===== src/rtl/parking_gate_scheduler.sv =====
// Parking gate scheduler: tick prescaler, entry/exit arbitration, occupancy tracking.
// Build option: define EXIT_PRIORITY_EN to make exit strictly beat entry.
module parking_gate_scheduler #(
   parameter int unsigned TICK_DIV   = 5_000_000,
   parameter int unsigned OPEN_TICKS = 4,
   parameter int unsigned CAPACITY   = 16
) (
   input  logic       CLK_IN,
   input  logic       RST_N,
   input  logic       ENTRY_REQ,
   input  logic       EXIT_REQ,
   output logic       ENTRY_GNT,
   output logic       EXIT_GNT,
   output logic       GATE_OPEN,
   output logic       BUSY,
   output logic [7:0] OCCUPANCY,
   output logic       LOT_FULL,
   output logic       TICK_OUT
);

   typedef enum logic [1:0] {
      S_IDLE,
      S_OPEN,
      S_CLOSE
   } state_t;

   localparam logic [23:0] TICK_LAST = 24'(TICK_DIV - 1);
   localparam logic [7:0]  OPEN_LAST = 8'(OPEN_TICKS - 1);
   localparam logic [7:0]  CAP       = 8'(CAPACITY);

   state_t      state;
   logic [23:0] presc;
   logic [7:0]  open_cnt;
   logic        entry_ok;
   logic        exit_ok;
   logic        pick_entry;
   logic        pick_exit;
`ifndef EXIT_PRIORITY_EN
   logic        prefer_exit;
`endif

   // Free-running; never realigned by grants, so open time has up to one tick of jitter.
   always_ff @(posedge CLK_IN) begin
      if (!RST_N) begin
         presc <= '0;
      end else if (presc == TICK_LAST) begin
         presc <= '0;
      end else begin
         presc <= presc + 24'd1;
      end
   end

   assign TICK_OUT = (presc == TICK_LAST);
   assign BUSY     = (state != S_IDLE);
   assign LOT_FULL = (OCCUPANCY == CAP);

   always_comb begin
      entry_ok = ENTRY_REQ && (OCCUPANCY < CAP);
      exit_ok  = EXIT_REQ && (OCCUPANCY != 8'd0);
`ifdef EXIT_PRIORITY_EN
      pick_exit  = exit_ok;
      pick_entry = entry_ok && !exit_ok;
`else
      pick_exit  = exit_ok && (!entry_ok || prefer_exit);
      pick_entry = entry_ok && !pick_exit;
`endif
   end

   always_ff @(posedge CLK_IN) begin
      if (!RST_N) begin
         state       <= S_IDLE;
         open_cnt    <= '0;
         OCCUPANCY   <= '0;
         GATE_OPEN   <= 1'b0;
         ENTRY_GNT   <= 1'b0;
         EXIT_GNT    <= 1'b0;
`ifndef EXIT_PRIORITY_EN
         prefer_exit <= 1'b0;
`endif
      end else begin
         ENTRY_GNT <= 1'b0;
         EXIT_GNT  <= 1'b0;
         case (state)
            S_IDLE: begin
               if (pick_entry || pick_exit) begin
                  ENTRY_GNT <= pick_entry;
                  EXIT_GNT  <= pick_exit;
                  GATE_OPEN <= 1'b1;
                  state     <= S_OPEN;
                  open_cnt  <= '0;
                  if (pick_entry && (OCCUPANCY < CAP)) begin
                     OCCUPANCY <= OCCUPANCY + 8'd1;
                  end else if (pick_exit && (OCCUPANCY != 8'd0)) begin
                     OCCUPANCY <= OCCUPANCY - 8'd1;
                  end
`ifndef EXIT_PRIORITY_EN
                  prefer_exit <= pick_entry;
`endif
               end
            end
            S_OPEN: begin
               if (TICK_OUT) begin
                  if (open_cnt == OPEN_LAST) begin
                     state     <= S_CLOSE;
                     GATE_OPEN <= 1'b0;
                  end else begin
                     open_cnt <= open_cnt + 8'd1;
                  end
               end
            end
            S_CLOSE: begin
               state <= S_IDLE;
            end
            default: begin
               state     <= S_IDLE;
               GATE_OPEN <= 1'b0;
            end
         endcase
      end
   end

endmodule

===== config.mk =====
export PLATFORM = sky130hd
export DESIGN_NAME = parking_gate_scheduler
export DESIGN_NICKNAME = d
export VERILOG_FILES = /design/src/rtl/parking_gate_scheduler.sv
export SDC_FILE = /design/constraint.sdc
export NUM_CORES = 1
export LEC_CHECK = 0
export CAP_MARGIN = 15
export CORE_UTILIZATION = 50
export DETAILED_ROUTE_END_ITERATION = 10
export GPL_TIMING_DRIVEN = 1
export PLACE_DENSITY = 0.68
export SLEW_MARGIN = 20
export SYNTH_ARGS = -nofsm -noshare
export SYNTH_HDL_FRONTEND = slang
export SYNTH_SLANG_ARGS = --single-unit

===== constraint.sdc =====
create_clock -name CLK_IN -period 6.6 [get_ports CLK_IN]
set_clock_uncertainty 0.15 [all_clocks]
set_input_delay 1.32 -clock CLK_IN [delete_from_list [all_inputs] [get_ports CLK_IN]]
set_output_delay 1.32 -clock CLK_IN [all_outputs]
set_load 0.01 [all_outputs]

Word level (Yosys, flattened, before mapping)
Index checks and enable logic that the tools add are counted.
{"block": "op_classes", "n_mux": 14, "n_bitwise": 2, "n_eq_ne": 9, "add_sub_neg": 4, "n_reduce_logical": 22, "n_lt_le_gt_ge": 1}
{"cell": "8-bit two-way mux", "n": 5}
{"cell": "24-bit by 1-bit adder with 24-bit output (second input constant)", "n": 1}
{"cell": "24-bit by 23-bit equality test with 1-bit output (second input constant)", "n": 1}
{"cell": "8-bit by 1-bit adder with 8-bit output (second input constant)", "n": 2}
{"cell": "8-bit case mux with 2 select lines", "n": 1}
{"cell": "3-bit AND reduction", "n": 3}
{"cell": "8-bit by 2-bit equality test with 1-bit output (second input constant)", "n": 1}
{"cell": "8-bit by 5-bit equality test with 1-bit output (second input constant)", "n": 1}
{"cell": "8-bit by 5-bit less-than comparator with 1-bit output (second input constant)", "n": 1}
{"cell": "2-bit inequality test (second input constant)", "n": 4}
{"cell": "4-bit AND reduction", "n": 2}
{"cell": "8-bit nonzero test", "n": 1}
{"cell": "8-bit by 1-bit subtractor with 8-bit output (second input constant)", "n": 1}
{"cell": "1-bit logical AND", "n": 6}
{"cell": "2-bit two-way mux", "n": 3}
{"cell": "2-bit nonzero test", "n": 3}
{"cell": "2-bit case mux with 2 select lines", "n": 1}
{"cell": "1-bit two-way mux", "n": 3}
{"cell": "1-bit case mux with 3 select lines", "n": 1}
{"cell": "2-bit by 1-bit equality test with 1-bit output (second input constant)", "n": 1}
{"cell": "2-bit equality test (second input constant)", "n": 1}
{"cell": "1-bit logical NOT", "n": 2}
{"cell": "2-bit logical NOT", "n": 1}
{"cell": "1-bit logical OR", "n": 2}
{"cell": "other kinds (3)", "n": 4}
{"block": "totals", "in_bits": 4, "register_bits": 46, "wordCells": 60}

Logic depth before layout (Yosys ltp)
{"block": "depth", "ltp_word": 10, "depth_mapped": 8}

Worst setup path before layout
Ideal clock, no wire load.
{"block": "synth_path", "kind": "in2reg", "startpoint": "in EXIT_REQ", "endpoint": "reg OCCUPANCY[7]", "slack_ns": 3.222, "path_stages": 8, "n_path_buf": 0, "arrival_time_ns": 3.156, "path_cell_list": "nand2_1 o211ai_1 ha_1 a21oi_1 o211ai_1 a31oi_1 mux2i_1 mux2i_1"}
{"block": "synth_between", "elab_chain_cells": 7}
{"item": "from (decl)", "line": "11", "rtl": "input logic EXIT_REQ,"}
{"item": "1-bit logical AND *", "line": "59", "rtl": "exit_ok = EXIT_REQ && (OCCUPANCY != 8'd0);"}
{"item": "1-bit logical AND *", "line": "64", "rtl": "pick_exit = exit_ok && (!entry_ok || prefer_exit);"}
{"item": "1-bit logical NOT", "line": "65", "rtl": "pick_entry = entry_ok && !pick_exit;"}
{"item": "1-bit logical AND", "line": "65"}
{"item": "1-bit logical AND", "line": "91", "rtl": "if (pick_entry && (OCCUPANCY < CAP)) begin"}
{"item": "2-bit nonzero test (no source line)"}
{"item": "3-bit AND reduction (no source line)"}
{"item": "to (signal assigned)", "line": "92", "rtl": "OCCUPANCY <= OCCUPANCY + 8'd1;"}
{"item": "to (signal assigned)", "line": "94", "rtl": "OCCUPANCY <= OCCUPANCY - 8'd1;"}
{"item": "to (decl)", "line": "16", "rtl": "output logic [7:0] OCCUPANCY,"}
Mark *: on every way between the ends. The rest lies on a longest branch, timed or not.
A chain may end at the register's enable or synchronous reset.

Worst setup path in the final report
{"block": "layout_path", "startpoint": "in EXIT_REQ", "endpoint": "reg OCCUPANCY[6]"}
The elaborated chain is that of the path after synthesis.

==> impl_metrics.tcl <==
set metrics [dict create \
    syn_to_final_growth_pct 13.15 \
    grt_setup_unrepaired "false" \
    drt-met1-wl_um 2562 \
    seq_area_frac_synth 0.3839 \
    synth_largest_area_cell "dfxtp_1" \
    drc 2 \
    grt_max_degree 27 \
    dpl.hpwl_um 3205 \
    wl_per_cell_um 13.66 \
    start_kind "input port" \
    die_x_um 71.26 \
    pre_cts_slack_ns 2.423 \
    routed_wl_um 4767 \
    finalSetupTns_ns 0 \
    violations "DRC" \
    hold_path_depth 2 \
    cts_tree "built" \
    drive_gt1_frac 0.04377 \
    grt_use_total 0.2041 \
    drtPass1Iterations 7 \
    r2r-end "OCCUPANCY[6]" \
    grt_pass1_vias 1726 \
    h-tree-depth 2 \
    worstRegToRegCells 8 \
    crit_start "EXIT_REQ" \
    worst_setup_path_end_kind "flop" \
    slew_headroom 0.3008 \
    max_stage_delay_ns 0.66 \
    dr_wl_met3_um 120 \
    r2r-start "OCCUPANCY[0]" \
    synthTopCellsByCount "46 x dfxtp_1, 33 x nor2_1, 30 x nand2_1, 21 x xnor2_1, 17 x nand3_1" \
    clk_pin_slew_ns 0.09 \
    ant_nets 0 \
    max_cap_viol_count 0 \
    die_h_um 71.26 \
    core_area_mm2 0.004474 \
    start_util 0.5361 \
    syn_nets 298 \
    synth_top_area_frac 0.3839 \
    hold_violations 0 \
    crit_chain "clkdlybuf4s50_1, nand2_1, o211ai_1, ha_1, a21oi_1, a21boi_0, o21ai_0, a2111oi_0, a311o_1" \
    drtIter0Drc 140 \
    cts.sinks 46 \
    critPathCapture "OCCUPANCY[6]" \
    cts_resized 0 \
    ys_async_sr_fraction 0 \
    tightest_slew_ns 1.049 \
    clock_latency_ns 0.31 \
    period_share 0.5933 \
    slowest_stage "o211ai_1" \
    grt_overflow 0 \
    routed_via_density 5.791 \
    root_buffer "clkbuf_8" \
    min-delay-path-class "flop to flop" \
    fin_nets 310 \
    synth_area_leaders "dfxtp_1 38%, xnor2_1 7.7%, nor2_1 5.2%" \
    avgSynthCellArea_um2 8.446 \
    place.gp.congestion 0.8687 \
    wl_met2_um 2014 \
    placementRows 24 \
    path_class "input port to flop" \
    post_cts_buffers 0 \
    clockBufferDepth 2 \
    ios 18 \
    vias 2021 \
    p_leak_nw 0.9679 \
    worstPathArrival_ns 3.96 \
    fmax_mhz 255.4 \
    drv_slew 0 \
    hold_slack_ns 0.3273 \
    ys_seq_elements 46 \
    ys_warn_count 0 \
    finalSetupViolCount 0 \
    power_density_mw_per_mm2 336.0 \
    required_ns 6.64 \
    final_area_mm2 0.002714 \
    io_buffers 17 \
    dieArea_mm2 0.005078 \
    crit_path_max_fanout 10 \
    dpl_cell_area_mm2 0.002576 \
    netlist_instances 284 \
    synth_top_flop_cell "dfxtp_1" \
    synth_cell_types 45 \
    ir_worst_vdd_v 0.0001896 \
    yosysMostFrequentCell "dfxtp_1" \
    synth_edf_count 0 \
    grt_pass1_wl_um 8266 \
    numCtsBuffers 5 \
    status "finished, violations left" \
    reg2reg_slack_ns 3.02 \
    dr.max_layer_used "met4" \
    antenna_found_initial 0 \
    setup_ws_ns 2.684 \
    syn_area_mm2 0.002399 \
    diodes 0 \
    min_period_ns 3.916 \
    p_total_mw 0.9118 \
    postCtsHoldBufs 0 \
]
==> how the worst min path moves through the flow <==
stage | startpoint | to | slack [ns]
5_1_grt | open_cnt[1] | open_cnt[1] | 0.36
3_3_place_gp | GATE_OPEN | GATE_OPEN | 0.30
6_report | GATE_OPEN | GATE_OPEN | 0.33
2_1_floorplan | presc[0] | presc[0] | 0.29
4_1_cts | state[1] | state[0] | 0.33
3_5_place_dp | prefer_exit | prefer_exit | 0.32
==> cells in the final DEF, fill, tap and decap left out, drive strengths merged, types with 7 or more instances in the layout <==
cell type,synthesis,routed
ha,9,9
inv,11,11
nor2,33,33
nor3,8,8
nor4,12,12
a21oi,13,13
clkdlybuf4s50,0,17
nand2,30,30
xnor2,21,21
o21ai,7,7
dfxtp,46,46
nand3,17,17
==> state kept, by name, indices dropped and copies added (netlist names) <==
| name | count |
|---|---|
| OCCUPANCY | 8 |
| state | 2 |
| EXIT_GNT | 1 |
| prefer_exit | 1 |
| open_cnt | 8 |
| presc | 24 |
| GATE_OPEN | 1 |
| ENTRY_GNT | 1 |
==> routing by layer <==
metal / track usage / up-vias
met5: 0 / -
met4: 0.07333 / 0
met3: 0.03797 / 7
met1: 0.3035 / 944
li1: - / 1037
met2: 0.2942 / 33
==> through the flow <==
| stage | cells | util |
|---|---|---|
| 2_1_floorplan | 284 | - |
| 3_3_place_gp | 341 | 0.5758 |
| 3_5_place_dp | 341 | 0.5758 |
| 4_1_cts | 349 | 0.6065 |
| 5_1_grt | 349 | 0.6065 |
| 6_report | 349 | 0.6065 |
==> final cells by class <==
cell class	instances	area, µm²
fillers	394	1760
clock inverters	3	68.82
repair buffers	17	170.2
multi-input cells	215	1379
inverters	11	41.29
well taps	52	65.06
flip-flops and latches	46	920.9
clock buffers	5	68.82
==> kinds of logic after synthesis <==
logic type	after synthesis	share of synthesized area
AOI/OAI and AO/OA	45	0.1335
xor gates and xnor gates	26	0.09494
adders and majority gates	10	0.05530
buffers and inverters	23	0.04121
DFF	46	0.3839
muxes	3	0.01252
and+or+nand+nor	131	0.2786
==> report_power, final <==
part / switching [mW] / internal (mW) / total, mW / leakage, nW
Clock: 0.100 / 0.152 / 0.252 / 0.0683
Sequential: 0.0288 / 0.305 / 0.333 / 0.374
Combinational: 0.184 / 0.143 / 0.326 / 0.526
Total: 0.313 / 0.599 / 0.912 / 0.968
==> critical path, delay by kind of cell <==
kind	cells	cell delay [ns]
AOI/OAI and AO/OA	6	1.67
buffers and inverters	1	0.51
adders and majority gates	1	0.38
and+or+nand+nor	1	0.08
Power figures use the tool's default switching activity.
